--- src/rtl/tx_link_pkg.sv ---
// Shared definitions for the 4-lane link: symbols, lane geometry and the
// Tx scheduler state encoding.
package tx_link_pkg;

  localparam int unsigned NUM_LANES = 4;
  localparam int unsigned BYTE_BITS = 8;

  localparam logic [BYTE_BITS-1:0] COM_SYMBOL  = 8'hBC;
  localparam logic [BYTE_BITS-1:0] IDLE_SYMBOL = 8'hBC;

  typedef logic [BYTE_BITS-1:0] link_byte_t;

  typedef enum logic {
    ALIGN  = 1'b0,
    ACTIVE = 1'b1
  } link_state_e;

endpackage

--- src/rtl/tx_lane_scheduler_if.sv ---
// Lane sources and serializer handoff of the Tx scheduler; master is the
// scheduler side, slave is the environment (lane sources + serializer).
interface tx_lane_scheduler_if;
  import tx_link_pkg::*;

  link_byte_t in0, in1, in2, in3;
  logic       valid_in0, valid_in1, valid_in2, valid_in3;
  logic       ack_out0, ack_out1, ack_out2, ack_out3;
  link_byte_t byte_out;
  logic       byte_load;
  logic [1:0] lane_sel;
  logic       aligned;
  logic       idle_ins;

  modport master (
    input  in0, in1, in2, in3,
    input  valid_in0, valid_in1, valid_in2, valid_in3,
    output ack_out0, ack_out1, ack_out2, ack_out3,
    output byte_out, byte_load, lane_sel, aligned, idle_ins
  );

  modport slave (
    output in0, in1, in2, in3,
    output valid_in0, valid_in1, valid_in2, valid_in3,
    input  ack_out0, ack_out1, ack_out2, ack_out3,
    input  byte_out, byte_load, lane_sel, aligned, idle_ins
  );

endinterface

--- src/rtl/rr_arbiter4.sv ---
// Combinational 4-way round-robin arbiter: first valid lane at or after
// rr_ptr, wrapping modulo 4. Shared by the Tx and Rx sides.
module rr_arbiter4 (
  input  logic [3:0] valid,
  input  logic [1:0] rr_ptr,
  output logic       grant_valid,
  output logic [1:0] grant_idx
);

  logic [7:0] doubled;
  logic [3:0] rotated;
  logic [1:0] offset;

  // Rotating by rr_ptr turns the search into a fixed-priority pick from bit 0.
  assign doubled = {valid, valid};
  assign rotated = doubled[rr_ptr +: 4];

  always_comb begin
    offset = 2'd0;
    if (rotated[0])      offset = 2'd0;
    else if (rotated[1]) offset = 2'd1;
    else if (rotated[2]) offset = 2'd2;
    else if (rotated[3]) offset = 2'd3;
  end

  assign grant_valid = |rotated;
  assign grant_idx   = rr_ptr + offset;

endmodule

--- src/rtl/tx_lane_scheduler.sv ---
// Tx byte scheduler: 8-cycle slot timing, COM preamble until aligned, then
// round-robin sharing of the serializer slot among four lanes with IDLE fill.
module tx_lane_scheduler
  import tx_link_pkg::*;
#(
  parameter int unsigned SYNC_COUNT = 4,
  parameter link_byte_t  COM_SYM    = COM_SYMBOL,
  parameter link_byte_t  IDLE_SYM   = IDLE_SYMBOL
) (
  input  logic                 clk_32f,
  input  logic                 reset_L,
  input  logic                 link_en,
  tx_lane_scheduler_if.master  lane_if
);

  link_state_e    state_q, state_d;
  logic [2:0]     bit_cnt_q;
  logic [3:0]     sync_cnt_q, sync_cnt_d;
  logic [1:0]     rr_ptr_q, rr_ptr_d;
  link_byte_t     byte_out_q, byte_out_d;
  logic [1:0]     lane_sel_q, lane_sel_d;
  logic           byte_load_q, byte_load_d;
  logic [NUM_LANES-1:0] ack_q, ack_d;
  logic           idle_q, idle_d;

  logic           decision;
  logic [4:0]     sync_next;
  logic [NUM_LANES-1:0] valid_vec;
  link_byte_t     lane_data [NUM_LANES];
  logic           grant_valid;
  logic [1:0]     grant_idx;

  assign valid_vec    = {lane_if.valid_in3, lane_if.valid_in2, lane_if.valid_in1, lane_if.valid_in0};
  assign lane_data[0] = lane_if.in0;
  assign lane_data[1] = lane_if.in1;
  assign lane_data[2] = lane_if.in2;
  assign lane_data[3] = lane_if.in3;

  assign decision  = (bit_cnt_q == 3'd7);
  assign sync_next = {1'b0, sync_cnt_q} + 5'd1;

  rr_arbiter4 u_arb (
    .valid       (valid_vec),
    .rr_ptr      (rr_ptr_q),
    .grant_valid (grant_valid),
    .grant_idx   (grant_idx)
  );

  always_ff @(posedge clk_32f) begin
    if (!reset_L) begin
      state_q     <= ALIGN;
      bit_cnt_q   <= 3'd0;
      sync_cnt_q  <= 4'd0;
      rr_ptr_q    <= 2'd0;
      byte_out_q  <= '0;
      lane_sel_q  <= 2'd0;
      byte_load_q <= 1'b0;
      ack_q       <= '0;
      idle_q      <= 1'b0;
    end else begin
      state_q     <= state_d;
      bit_cnt_q   <= bit_cnt_q + 3'd1;
      sync_cnt_q  <= sync_cnt_d;
      rr_ptr_q    <= rr_ptr_d;
      byte_out_q  <= byte_out_d;
      lane_sel_q  <= lane_sel_d;
      byte_load_q <= byte_load_d;
      ack_q       <= ack_d;
      idle_q      <= idle_d;
    end
  end

  // Everything holds between decision edges; pulses fall back to 0 one cycle later.
  always_comb begin
    state_d     = state_q;
    sync_cnt_d  = sync_cnt_q;
    rr_ptr_d    = rr_ptr_q;
    byte_out_d  = byte_out_q;
    lane_sel_d  = lane_sel_q;
    byte_load_d = 1'b0;
    ack_d       = '0;
    idle_d      = 1'b0;

    if (decision) begin
      byte_load_d = 1'b1;
      case (state_q)
        ALIGN: begin
          byte_out_d = COM_SYM;
          lane_sel_d = 2'd0;
          if (sync_next >= 5'(SYNC_COUNT)) begin
            state_d    = ACTIVE;
            sync_cnt_d = 4'd0;
          end else begin
            sync_cnt_d = sync_next[3:0];
          end
        end
        ACTIVE: begin
          // The COM sent on a link drop is the first symbol of the new preamble.
          if (!link_en) begin
            byte_out_d = COM_SYM;
            lane_sel_d = 2'd0;
            state_d    = ALIGN;
            sync_cnt_d = 4'd1;
          end else if (grant_valid) begin
            byte_out_d       = lane_data[grant_idx];
            lane_sel_d       = grant_idx;
            ack_d[grant_idx] = 1'b1;
            rr_ptr_d         = grant_idx + 2'd1;
          end else begin
            byte_out_d = IDLE_SYM;
            lane_sel_d = 2'd0;
            idle_d     = 1'b1;
          end
        end
        default: state_d = ALIGN;
      endcase
    end
  end

  assign lane_if.byte_out  = byte_out_q;
  assign lane_if.byte_load = byte_load_q;
  assign lane_if.lane_sel  = lane_sel_q;
  assign lane_if.aligned   = (state_q == ACTIVE);
  assign lane_if.idle_ins  = idle_q;
  assign lane_if.ack_out0  = ack_q[0];
  assign lane_if.ack_out1  = ack_q[1];
  assign lane_if.ack_out2  = ack_q[2];
  assign lane_if.ack_out3  = ack_q[3];

endmodule

--- src/flat_wrapper.sv ---
// flat-port wrapper written by rule: the top's interface ports become plain ports
module tx_lane_scheduler_flat import tx_link_pkg::*;
#(
  parameter int unsigned SYNC_COUNT = 4,
  parameter link_byte_t  COM_SYM    = COM_SYMBOL,
  parameter link_byte_t  IDLE_SYM   = IDLE_SYMBOL
)
  (clk_32f, reset_L, link_en, lane_if_in0, lane_if_in1, lane_if_in2, lane_if_in3, lane_if_valid_in0, lane_if_valid_in1, lane_if_valid_in2, lane_if_valid_in3, lane_if_ack_out0, lane_if_ack_out1, lane_if_ack_out2, lane_if_ack_out3, lane_if_byte_out, lane_if_byte_load, lane_if_lane_sel, lane_if_aligned, lane_if_idle_ins);
  tx_lane_scheduler_if lane_if_i ();
  input  logic clk_32f;
  input  logic reset_L;
  input  logic link_en;
  input wire logic [$bits(lane_if_i.in0)-1:0] lane_if_in0;
  input wire logic [$bits(lane_if_i.in1)-1:0] lane_if_in1;
  input wire logic [$bits(lane_if_i.in2)-1:0] lane_if_in2;
  input wire logic [$bits(lane_if_i.in3)-1:0] lane_if_in3;
  input wire logic [$bits(lane_if_i.valid_in0)-1:0] lane_if_valid_in0;
  input wire logic [$bits(lane_if_i.valid_in1)-1:0] lane_if_valid_in1;
  input wire logic [$bits(lane_if_i.valid_in2)-1:0] lane_if_valid_in2;
  input wire logic [$bits(lane_if_i.valid_in3)-1:0] lane_if_valid_in3;
  output wire logic [$bits(lane_if_i.ack_out0)-1:0] lane_if_ack_out0;
  output wire logic [$bits(lane_if_i.ack_out1)-1:0] lane_if_ack_out1;
  output wire logic [$bits(lane_if_i.ack_out2)-1:0] lane_if_ack_out2;
  output wire logic [$bits(lane_if_i.ack_out3)-1:0] lane_if_ack_out3;
  output wire logic [$bits(lane_if_i.byte_out)-1:0] lane_if_byte_out;
  output wire logic [$bits(lane_if_i.byte_load)-1:0] lane_if_byte_load;
  output wire logic [$bits(lane_if_i.lane_sel)-1:0] lane_if_lane_sel;
  output wire logic [$bits(lane_if_i.aligned)-1:0] lane_if_aligned;
  output wire logic [$bits(lane_if_i.idle_ins)-1:0] lane_if_idle_ins;
  assign lane_if_i.in0 = lane_if_in0;
  assign lane_if_i.in1 = lane_if_in1;
  assign lane_if_i.in2 = lane_if_in2;
  assign lane_if_i.in3 = lane_if_in3;
  assign lane_if_i.valid_in0 = lane_if_valid_in0;
  assign lane_if_i.valid_in1 = lane_if_valid_in1;
  assign lane_if_i.valid_in2 = lane_if_valid_in2;
  assign lane_if_i.valid_in3 = lane_if_valid_in3;
  assign lane_if_ack_out0 = lane_if_i.ack_out0;
  assign lane_if_ack_out1 = lane_if_i.ack_out1;
  assign lane_if_ack_out2 = lane_if_i.ack_out2;
  assign lane_if_ack_out3 = lane_if_i.ack_out3;
  assign lane_if_byte_out = lane_if_i.byte_out;
  assign lane_if_byte_load = lane_if_i.byte_load;
  assign lane_if_lane_sel = lane_if_i.lane_sel;
  assign lane_if_aligned = lane_if_i.aligned;
  assign lane_if_idle_ins = lane_if_i.idle_ins;
  tx_lane_scheduler #(.SYNC_COUNT(SYNC_COUNT), .COM_SYM(COM_SYM), .IDLE_SYM(IDLE_SYM)) u_core (.clk_32f(clk_32f), .reset_L(reset_L), .link_en(link_en), .lane_if(lane_if_i));
endmodule
--- config.mk ---
export PLATFORM = sky130hd
export DESIGN_NAME = tx_lane_scheduler_flat
export DESIGN_NICKNAME = d
export VERILOG_FILES = /design/src/rtl/tx_link_pkg.sv /design/src/rtl/tx_lane_scheduler_if.sv /design/src/rtl/rr_arbiter4.sv /design/src/rtl/tx_lane_scheduler.sv /design/src/flat_wrapper.sv
export SDC_FILE = /design/constraint.sdc
export NUM_CORES = 1
export LEC_CHECK = 0
export ABC_AREA = 1
export CORE_MARGIN = 2
export CORE_UTILIZATION = 48
export DETAILED_ROUTE_END_ITERATION = 10
export PLACE_DENSITY_LB_ADDON = 0.25
export SLEW_MARGIN = 5
export SYNTH_ARGS = -nofsm -noshare
export SYNTH_HDL_FRONTEND = slang
export SYNTH_SLANG_ARGS = --single-unit
--- constraint.sdc ---
create_clock -name clk_32f -period 6.3 [get_ports clk_32f]
set_input_delay 0.63 -clock clk_32f [delete_from_list [all_inputs] [get_ports clk_32f]]
set_output_delay 0.63 -clock clk_32f [all_outputs]
set_load 0.03 [all_outputs]
==> Word level (Yosys, flattened, before mapping) <==
Index checks and enable logic that the tools add are counted.
{ "word_totals": {"register_bits": 26, "latch_bits": 0, "ramBits": 0, "mem_bits_ro": 0, "in_bits": 39, "output_inout_bits": 17, "wordCells": 51, "n_memories": 0} }
{ "classes": {"n_addsub": 4, "n_mul": 0, "div": 0, "n_lt_le_gt_ge": 4, "n_eq_ne": 2, "shifts": 1, "mux": 23, "bitwise_logic": 2, "reduce_logical": 6} }
{ "ops": {"columns": ["op", "count"], "rows": [
  ["$mux 8", 4],
  ["$bmux 8 s2", 1],
  ["$pmux 8 s2", 1],
  ["$mux 2", 6],
  ["$mux 4", 2],
  ["$pmux 4 s2", 1],
  ["$reduce_and 4->1", 2],
  ["$shiftx 8x3->4", 1],
  ["$add 4x1->5 const B", 1],
  ["$ge 5x3->1 const B", 1],
  ["$mux 1", 5],
  ["$reduce_and 5->1", 1],
  ["$pmux 2 s2", 1],
  ["$reduce_or 4->1", 1],
  ["$add 3x1->3 const B", 1],
  ["$eq 3x3->1 const B", 1],
  ["$ge 3x3->1 const B", 1],
  ["$lt 2x3->1 const B", 1],
  ["$not 2->3", 1],
  ["$add 2x1->2 const B", 1],
  ["$add 2x2->2", 1],
  ["$demux 1 s2", 1],
  ["$ge 2x1->1 const B", 1],
  ["$ne 2x2->1 const B", 1],
  ["4 further kinds", 4]
]} }

==> Logic depth before layout (Yosys ltp) <==
Gate-level depths: netlist of the first run.
{ "logic_depth": {"word_depth": 13, "depth_mapped": 15, "mapped_depth_nobuf": 15} }

==> Hierarchy <==
A second synthesis of the first run with hierarchy kept.
{ "hier_totals": {"hier_cells": 215, "area_unflattened_um2": 1495.2} }
{ "by_module_without_submodules": {"columns": ["mod", "n_inst", "cells_per_inst", "area_each_um2", "seq_area_each_um2"], "rows": [
  ["tx_lane_scheduler", 1, 180, 1332.5, 520.5],
  ["rr_arbiter4", 1, 35, 162.7, 0.0]
]} }

==> Worst setup path after synthesis of the first run <==
No wires, ideal clock.
{ "synth_timing": {"path_type": "in2reg", "startpoint": "in lane_if_valid_in1", "endpoint": "reg u_core.rr_ptr_q[1]", "setup_ns": 0.119, "t_arrival_ns": 2.307, "t_required_ns": 6.181, "setup_slack_ns": 3.873, "path_stages": 13, "n_path_buf": 0, "path_cell_list": "nand2_1 > nand3_1 > nand2_2 > nand3_1 > a21boi_0 > ha_1 > xnor2_1 > inv_1 > nand2_4 > nand2_1 > ha_1 > o21ai_0 > a21oi_1"} }
{ "synth_via": {"elab_chain_cells": 7, "word_cells_on_any_way": 9, "cone_classes": "2 x add/sub; 1 x shift; 4 x mux; 2 x reduce/logical"} }
{ "synth_lines": {"columns": ["element", "line_no", "rtl"], "rows": [
  ["start: declaration", "flat_wrapper.sv:18", "input wire logic [$bits(lane_if_i.valid_in1)-1:0] lane_if_valid_in1;"],
  ["$shiftx 8x3->4 (*)", "rr_arbiter4.sv:16", "assign rotated = doubled[rr_ptr +: 4];"],
  ["$mux 2", "rr_arbiter4.sv:23", "else if (rotated[3]) offset = 2'd3;"],
  ["$mux 2", "rr_arbiter4.sv:22", "else if (rotated[2]) offset = 2'd2;"],
  ["$mux 2", "rr_arbiter4.sv:21", "else if (rotated[1]) offset = 2'd1;"],
  ["$mux 2", "rr_arbiter4.sv:20", "if (rotated[0]) offset = 2'd0;"],
  ["$add 2x2->2", "rr_arbiter4.sv:27", "assign grant_idx = rr_ptr + offset;"],
  ["$add 2x1->2", "tx_lane_scheduler.sv:108", "rr_ptr_d = grant_idx + 2'd1;"],
  ["end signal: assignment", "tx_lane_scheduler.sv:64", "rr_ptr_q <= rr_ptr_d;"],
  ["end: declaration", "tx_lane_scheduler.sv:19", "logic [1:0] rr_ptr_q, rr_ptr_d;"]
]} }
Mark *: on every way between the ends. The rest lies on a longest branch, timed or not.
A chain may end at the register's enable or synchronous reset.

==> Worst setup path in the final report of the first run <==
Ends and elaborated chain as after synthesis.

==> metrics, run 1 <==
status complete, no violations; max_cap viols 0; vias in the first global route 1345; Seq/Total Area, Yosys 34.2%; Compound-Gate Fraction of Synth Area 8.96%; # DRC 0; CTS tree done; Seq cells post-synth 26; Die H 60.3 um; worst-case vdd ir drop 0.0000941 V; Initial Util 50.2%; setup_tns 0 ns; Cell Area, Synth 0.00152 sq mm; Synth Instances 200; Initial DRC Count 80; Period minus WS final 2.93 ns; RSZ-0062 raised after global routing false; largest family of logic cells by synthesized area simple AND/OR/NAND/NOR gates; setup violators final 0; Crit. End Element flip-flop; syn avg cell area 7.61 sq um; core box area 0.00303 sq mm; Worst slew margin 47.1%; Synth warnings 0; critical path fanouts, max 14; DR WL/cell 11.2 um; total grt overflow 0; final max-slew violation count 0; dpl hpwl 2630 um; Distinct cells, synth 29; Area Overhead vs Synth 40.3%; Synth Area in Adders 7.40%; via count 1423; non-filler cells, final 297; Worst-path clk slew 0.14 ns; I/O Buffers 55; simple-gate share of the synthesized area 33.3%; Die X 60.3 um; worst-case clock skew 0.00922 ns; share of cells above drive strength 1 11.5%; fmax 341 MHz; final period utilization 46.5%; DRT antenna net count 0; post-layout net count 302; initial antenna violation count 0; global-route wire length before repair 5730 um; setup slack, reg-to-reg 3.61 ns; drt total wl 3340 um; Worst-Skew Late Latency 0.32 ns; Post-CTS Resized 0; syn_nets 248; DIE AREA 0.00364 sq mm; CTS buffer count 3; PD cells 160 mW/mm^2; H-tree levels 1; Setup crit start kind primary input; multiplexer share of the synthesized area 7.24%; FP Rows 20; dpl cells 293; Overall Global Routing Usage 20.5%; Hold Vio Cnt, Final 0; Setup Fix Bufs, Post-CTS 0; CP Data Arrival Time 3.15 ns; Hold WC Path Type flip-flop to flip-flop; drt first pass iters 4; IO Count 56; P_leak 0.931 nW; Hold-fix buffers, CTS 0; CP Data Required Time 6.52 ns; largest net degree at the start of global routing 21; Least-Margin Pin Slew 0.793 ns; antenna cells 0; Clock Sinks 26; Post-Synth XOR/XNOR Area 1.15%; post-DR vias/cell 4.79; GP Congestion 0.787; CP Class primary input to flip-flop; Clock Path Buffers 2; Clock Root Buffer clkbuf_4
[worst paths after layout]
check,startpoint,endpoint,cells after the start
worst max-delay path,lane_if_valid_in1,u_core.rr_ptr_q[1],14
worst min-delay path,u_core.bit_cnt_q[0],u_core.bit_cnt_q[0],1
worst max register to register,u_core.rr_ptr_q[0],u_core.rr_ptr_q[1],14
worst min register to register,u_core.bit_cnt_q[0],u_core.bit_cnt_q[0],1
[sequential cells by signal, summed over array words and instances (netlist names)]
signal	flops
u_core.rr_ptr_q	2
u_core.lane_if.lane_sel	2
u_core.lane_if.byte_load	1
u_core.bit_cnt_q	3
u_core.ack_q	4
u_core.lane_if.aligned	1
u_core.lane_if.byte_out	8
u_core.lane_if.idle_ins	1
u_core.sync_cnt_q	4
[cell families after synthesis]
group / after synthesis
AND/OR/NAND/NOR: 106
flip-flops: 26
buffers and inverters: 24
AO/OA/AOI/OAI: 22
adder cells (fa/ha/maj): 9
multiplexers: 11
XOR/XNOR: 2
[layer usage]
metal	track usage (%)	vias up	wire (um)
met1	27.7	623	1590
met4	6.03	0	38
met2	34.3	42	1560
li1	-	754	-
met5	0	-	0
met3	2.38	4	156
[per-stage QoR]
step                      total power [mW]  utilization, %  hold slack, ns  area [sq um]  setup slack, ns
after CTS                            0.343            70.5           0.434          2130             3.34
after global placement               0.231            68.8           0.407          2080             3.10
final                                0.341            70.5           0.429          2130             3.37
after detailed placement             0.232            68.8           0.413          2080             3.04
after floorplan                      0.203               -           0.399          1520             3.87
after global routing                 0.355            70.5           0.453          2130             3.12
[synthesized netlist by cell type (all sizes together)]
master,n,area (sq um)
nor2,19,78.8
a31oi,1,6.26
o21ai,9,45.0
ha,9,113
mux2i,11,110
o21a,1,7.51
nor3,4,20.0
nand2,57,254
dfxtp,26,521
a21boi,1,7.51
inv,17,63.8
clkbuf,1,3.75
buf,5,41.3
or2,1,6.26
o22ai,1,6.26
a21oi,9,63.8
clkinv,1,8.76
nand3,25,148
xnor2,2,17.5
[cell usage in the layout (no fill, tap or decap)]
| cell type | netlist | routed |
|---|---|---|
| clkdlybuf4s50_1 | 0 | 55 |
| nand2_1 | 47 | 47 |
| dfxtp_1 | 26 | 26 |
| nand3_1 | 22 | 22 |
| nor2_1 | 18 | 18 |
| inv_1 | 13 | 13 |
| mux2i_1 | 11 | 11 |
| ha_1 | 9 | 9 |
| o21ai_0 | 8 | 8 |
| nand2_2 | 7 | 7 |
| a21oi_2 | 5 | 5 |
| inv_2 | 4 | 4 |
| a21oi_1 | 4 | 4 |
| nor3_1 | 4 | 4 |
| nand2_4 | 3 | 3 |
| clkbuf_4 | 0 | 3 |
| xnor2_1 | 2 | 2 |
| nand3_2 | 2 | 2 |
| clkinv_4 | 1 | 1 |
| nand3_4 | 1 | 1 |
| a21boi_0 | 1 | 1 |
| o21a_1 | 1 | 1 |
| nor2_4 | 1 | 1 |
| o21ai_1 | 1 | 1 |
| o22ai_1 | 1 | 1 |
| or2_2 | 1 | 1 |
| a31oi_1 | 1 | 1 |
| bufinv_16 | 0 | 1 |
[critical path, stage by stage]
cell,delay (ns)
clkdlybuf4s50_1,0.49
nand2_1,0.07
nand3_1,0.10
nand2_2,0.09
nand3_1,0.07
a21boi_0,0.09
ha_1,0.22
xnor2_1,0.30
inv_1,0.13
nand2_4,0.19
nand2_1,0.19
ha_1,0.33
o21ai_0,0.17
a21oi_1,0.05
[layout make-up]
cell class	count	area [sq um]
fillers	243	893
well taps	44	55.1
flip-flops and latches	26	520
multi-input cells	150	883
clock inverters	1	30.0
repair buffers	55	551
inverters	18	72.6
clock buffers	3	22.5
[report_power, final]
part           internal (mW)  leakage, nW  total (mW)  switching [mW]
Sequential             0.166        0.210       0.167        0.000736
Combinational         0.0347        0.694      0.0616          0.0269
Clock                 0.0643       0.0279       0.112          0.0475
Total                  0.265        0.931       0.341          0.0752
Power figures use the tool's default switching activity.
==> run 2, diff against run 1 <==
- CORE_UTILIZATION: 48 -> 40
- clock period: 6.3 -> 2.4 ns (I/O delays scaled with it)
==> metrics, run 2 (same netlist as run 1, synthesis figures left out) <==
Worst setup endpoint u_core.rr_ptr_q[1]; metal2 WL 1590 um (+1.6%); post-DR vias/cell 4.72 (-1.5%); Final Power 974 uW (+190%); top sig layer met4; commonest non-fill, non-tap cell in the layout clkdlybuf4s50_1; Post-CTS Resized 0 (unchanged); DRT antenna net count 0 (unchanged); PD cells 432 mW/mm^2 (+170%); antenna cells 0 (unchanged); Setup Fix Bufs, Post-CTS 0 (unchanged); final max-slew violation count 0 (unchanged); core box area 0.00366 sq mm (+21%); fmax 464 MHz; post-layout util 61.7% (-8.8 points); # DRC 0 (unchanged); global-route wire length before repair 5840 um (+1.9%); Hold WC Path Type flip-flop to flip-flop; setup slack, reg-to-reg 0.25 ns (-3.36 ns); kind of cell adding the most delay to the critical path flip-flops; worst-case vdd ir drop 0.000238 V (+150%); dpl cells 308 (+5.1%); Overall Global Routing Usage 17.4% (-3.1 points); P_leak 0.996 nW (+6.9%); Hold Vio Cnt, Final 0 (unchanged); share of cells above drive strength 1 15.5% (+4.1 points); max_cap viols 0 (unchanged); DIE AREA 0.00431 sq mm (+19%); I/O Buffers 55 (unchanged); GP Congestion 0.772 (-1.9%); CTS buffer count 3 (unchanged); Worst path depth 13 (-1); Clock Path Buffers 2 (unchanged); worst-case clock skew 0.00319 ns (-0.00603 ns); Crit. Startpoint u_core.rr_ptr_q[1]; CP Data Arrival Time 2.32 ns (-0.83 ns); Period minus WS final 2.15 ns; max incr delay on CP 0.46 ns (-0.03 ns); max reg flops 8 (unchanged); largest net degree at the start of global routing 21 (unchanged); via count 1473 (+3.5%); non-filler cells, final 312 (+5.1%); Area Overhead vs Synth 48.4%; Worst slew margin 76.4% (+29 points); Clock Sinks 26 (unchanged); total grt overflow 0 (unchanged); Worst R2R Path Depth 13 (-1); setup violators final 0 (unchanged); critical path fanouts, max 6 (-8); Initial Util 41.6% (-8.7 points); Reg2Reg Launch Point u_core.rr_ptr_q[1]; RSZ-0062 raised after global routing false; Die X 65.7 um (+8.9%); placed cell area 0.00218 sq mm (+4.8%); post-route cell area 0.00226 sq mm (+5.7%); dpl hpwl 2630 um (+0.25%); Initial DRC Count 58 (-28%); drt first pass iters 4 (unchanged); Hold-fix buffers, CTS 0 (unchanged); Crit. End Element flip-flop; met3 wire length 155 um (-0.64%); Critical R2R Capture u_core.rr_ptr_q[1]; most frequent cells in the layout clkdlybuf4s50_1 (55), nand2_1 (47), dfxtp_1 (25); H-tree levels 1 (unchanged); post-layout net count 313 (+3.6%); Worst-path clk slew 0.09 ns (-0.05 ns); Worst-Skew Late Latency 0.27 ns (-0.05 ns); initial antenna violation count 0 (unchanged); DRT met1 WL 1610 um (+1.8%); CP Class flip-flop to flip-flop; CP max stage cell dfxtp_1; DR WL/cell 10.9 um (-3.0%); CP Data Required Time 2.57 ns (-3.95 ns); IO Count 56 (unchanged); CP Cell Sequence inv_2 -> nand3_1 -> nand2_2 -> nand3_1 -> a21boi_1 -> ha_1 -> xnor2_1 -> buf_4 -> nand3_4 -> nand2_1 -> ha_1 -> o21ai_0 -> a21oi_1; Worst Path Buf+Inv 2 (unchanged); status complete, no violations; CTS tree done; FP Rows 22 (+10%); Least-Margin Pin Slew 0.355 ns (-0.438 ns); Clock Root Buffer clkbuf_8; drt total wl 3400 um (+1.9%); final period utilization 89.7%; Setup crit start kind flip-flop; setup_tns 0 ns (unchanged); vias in the first global route 1392 (+3.5%); Die H 65.7 um (+8.9%)
[run 2: changes by cell type in the layout (fill, tap and decap cells not counted), sizes merged]
cell,before,now
buf,0,11
[run 2: cell type report]
type	count	area, sq um
fillers	331	1400
multi-input cells	150	883
repair buffers	66	646
flip-flops and latches	26	524
inverters	18	72.6
well taps	48	60.1
clock buffers	3	41.3
clock inverters	1	30.0
[run 2: layer usage]
metal | global-route usage [%] | vias up
li1 | - | 776
met1 | 22.3 | 654
met2 | 29.2 | 39
met3 | 3.08 | 4
met4 | 6.25 | 0
met5 | 0 | -
[run 2: worst min path at each step]
stage / startpoint / end / slack (ns) / cells past startpoint
after floorplan: reset_L / u_core.lane_if.byte_load / 0.37 / 2
after global placement: u_core.bit_cnt_q[0] / u_core.bit_cnt_q[0] / 0.41 / 1
after detailed placement: u_core.bit_cnt_q[0] / u_core.bit_cnt_q[0] / 0.42 / 1
after CTS: u_core.bit_cnt_q[0] / u_core.bit_cnt_q[0] / 0.43 / 1
after global routing: u_core.bit_cnt_q[0] / u_core.bit_cnt_q[0] / 0.46 / 1
final: u_core.bit_cnt_q[0] / u_core.bit_cnt_q[0] / 0.43 / 1
[run 2: through the flow]
| stage | hold slack, ns | setup WS [ns] |
|---|---|---|
| after floorplan | 0.374 | 0.148 |
| after global placement | 0.411 | 0.0183 |
| after detailed placement | 0.421 | -0.0485 |
| after CTS | 0.434 | 0.106 |
| after global routing | 0.464 | 0.0201 |
| final | 0.434 | 0.247 |
[run 2: power breakdown]
part,leakage (nW),internal [mW],total [mW],switching [mW]
Sequential,0.211,0.435,0.437,0.00194
Combinational,0.749,0.102,0.176,0.0739
Clock,0.0357,0.223,0.361,0.138
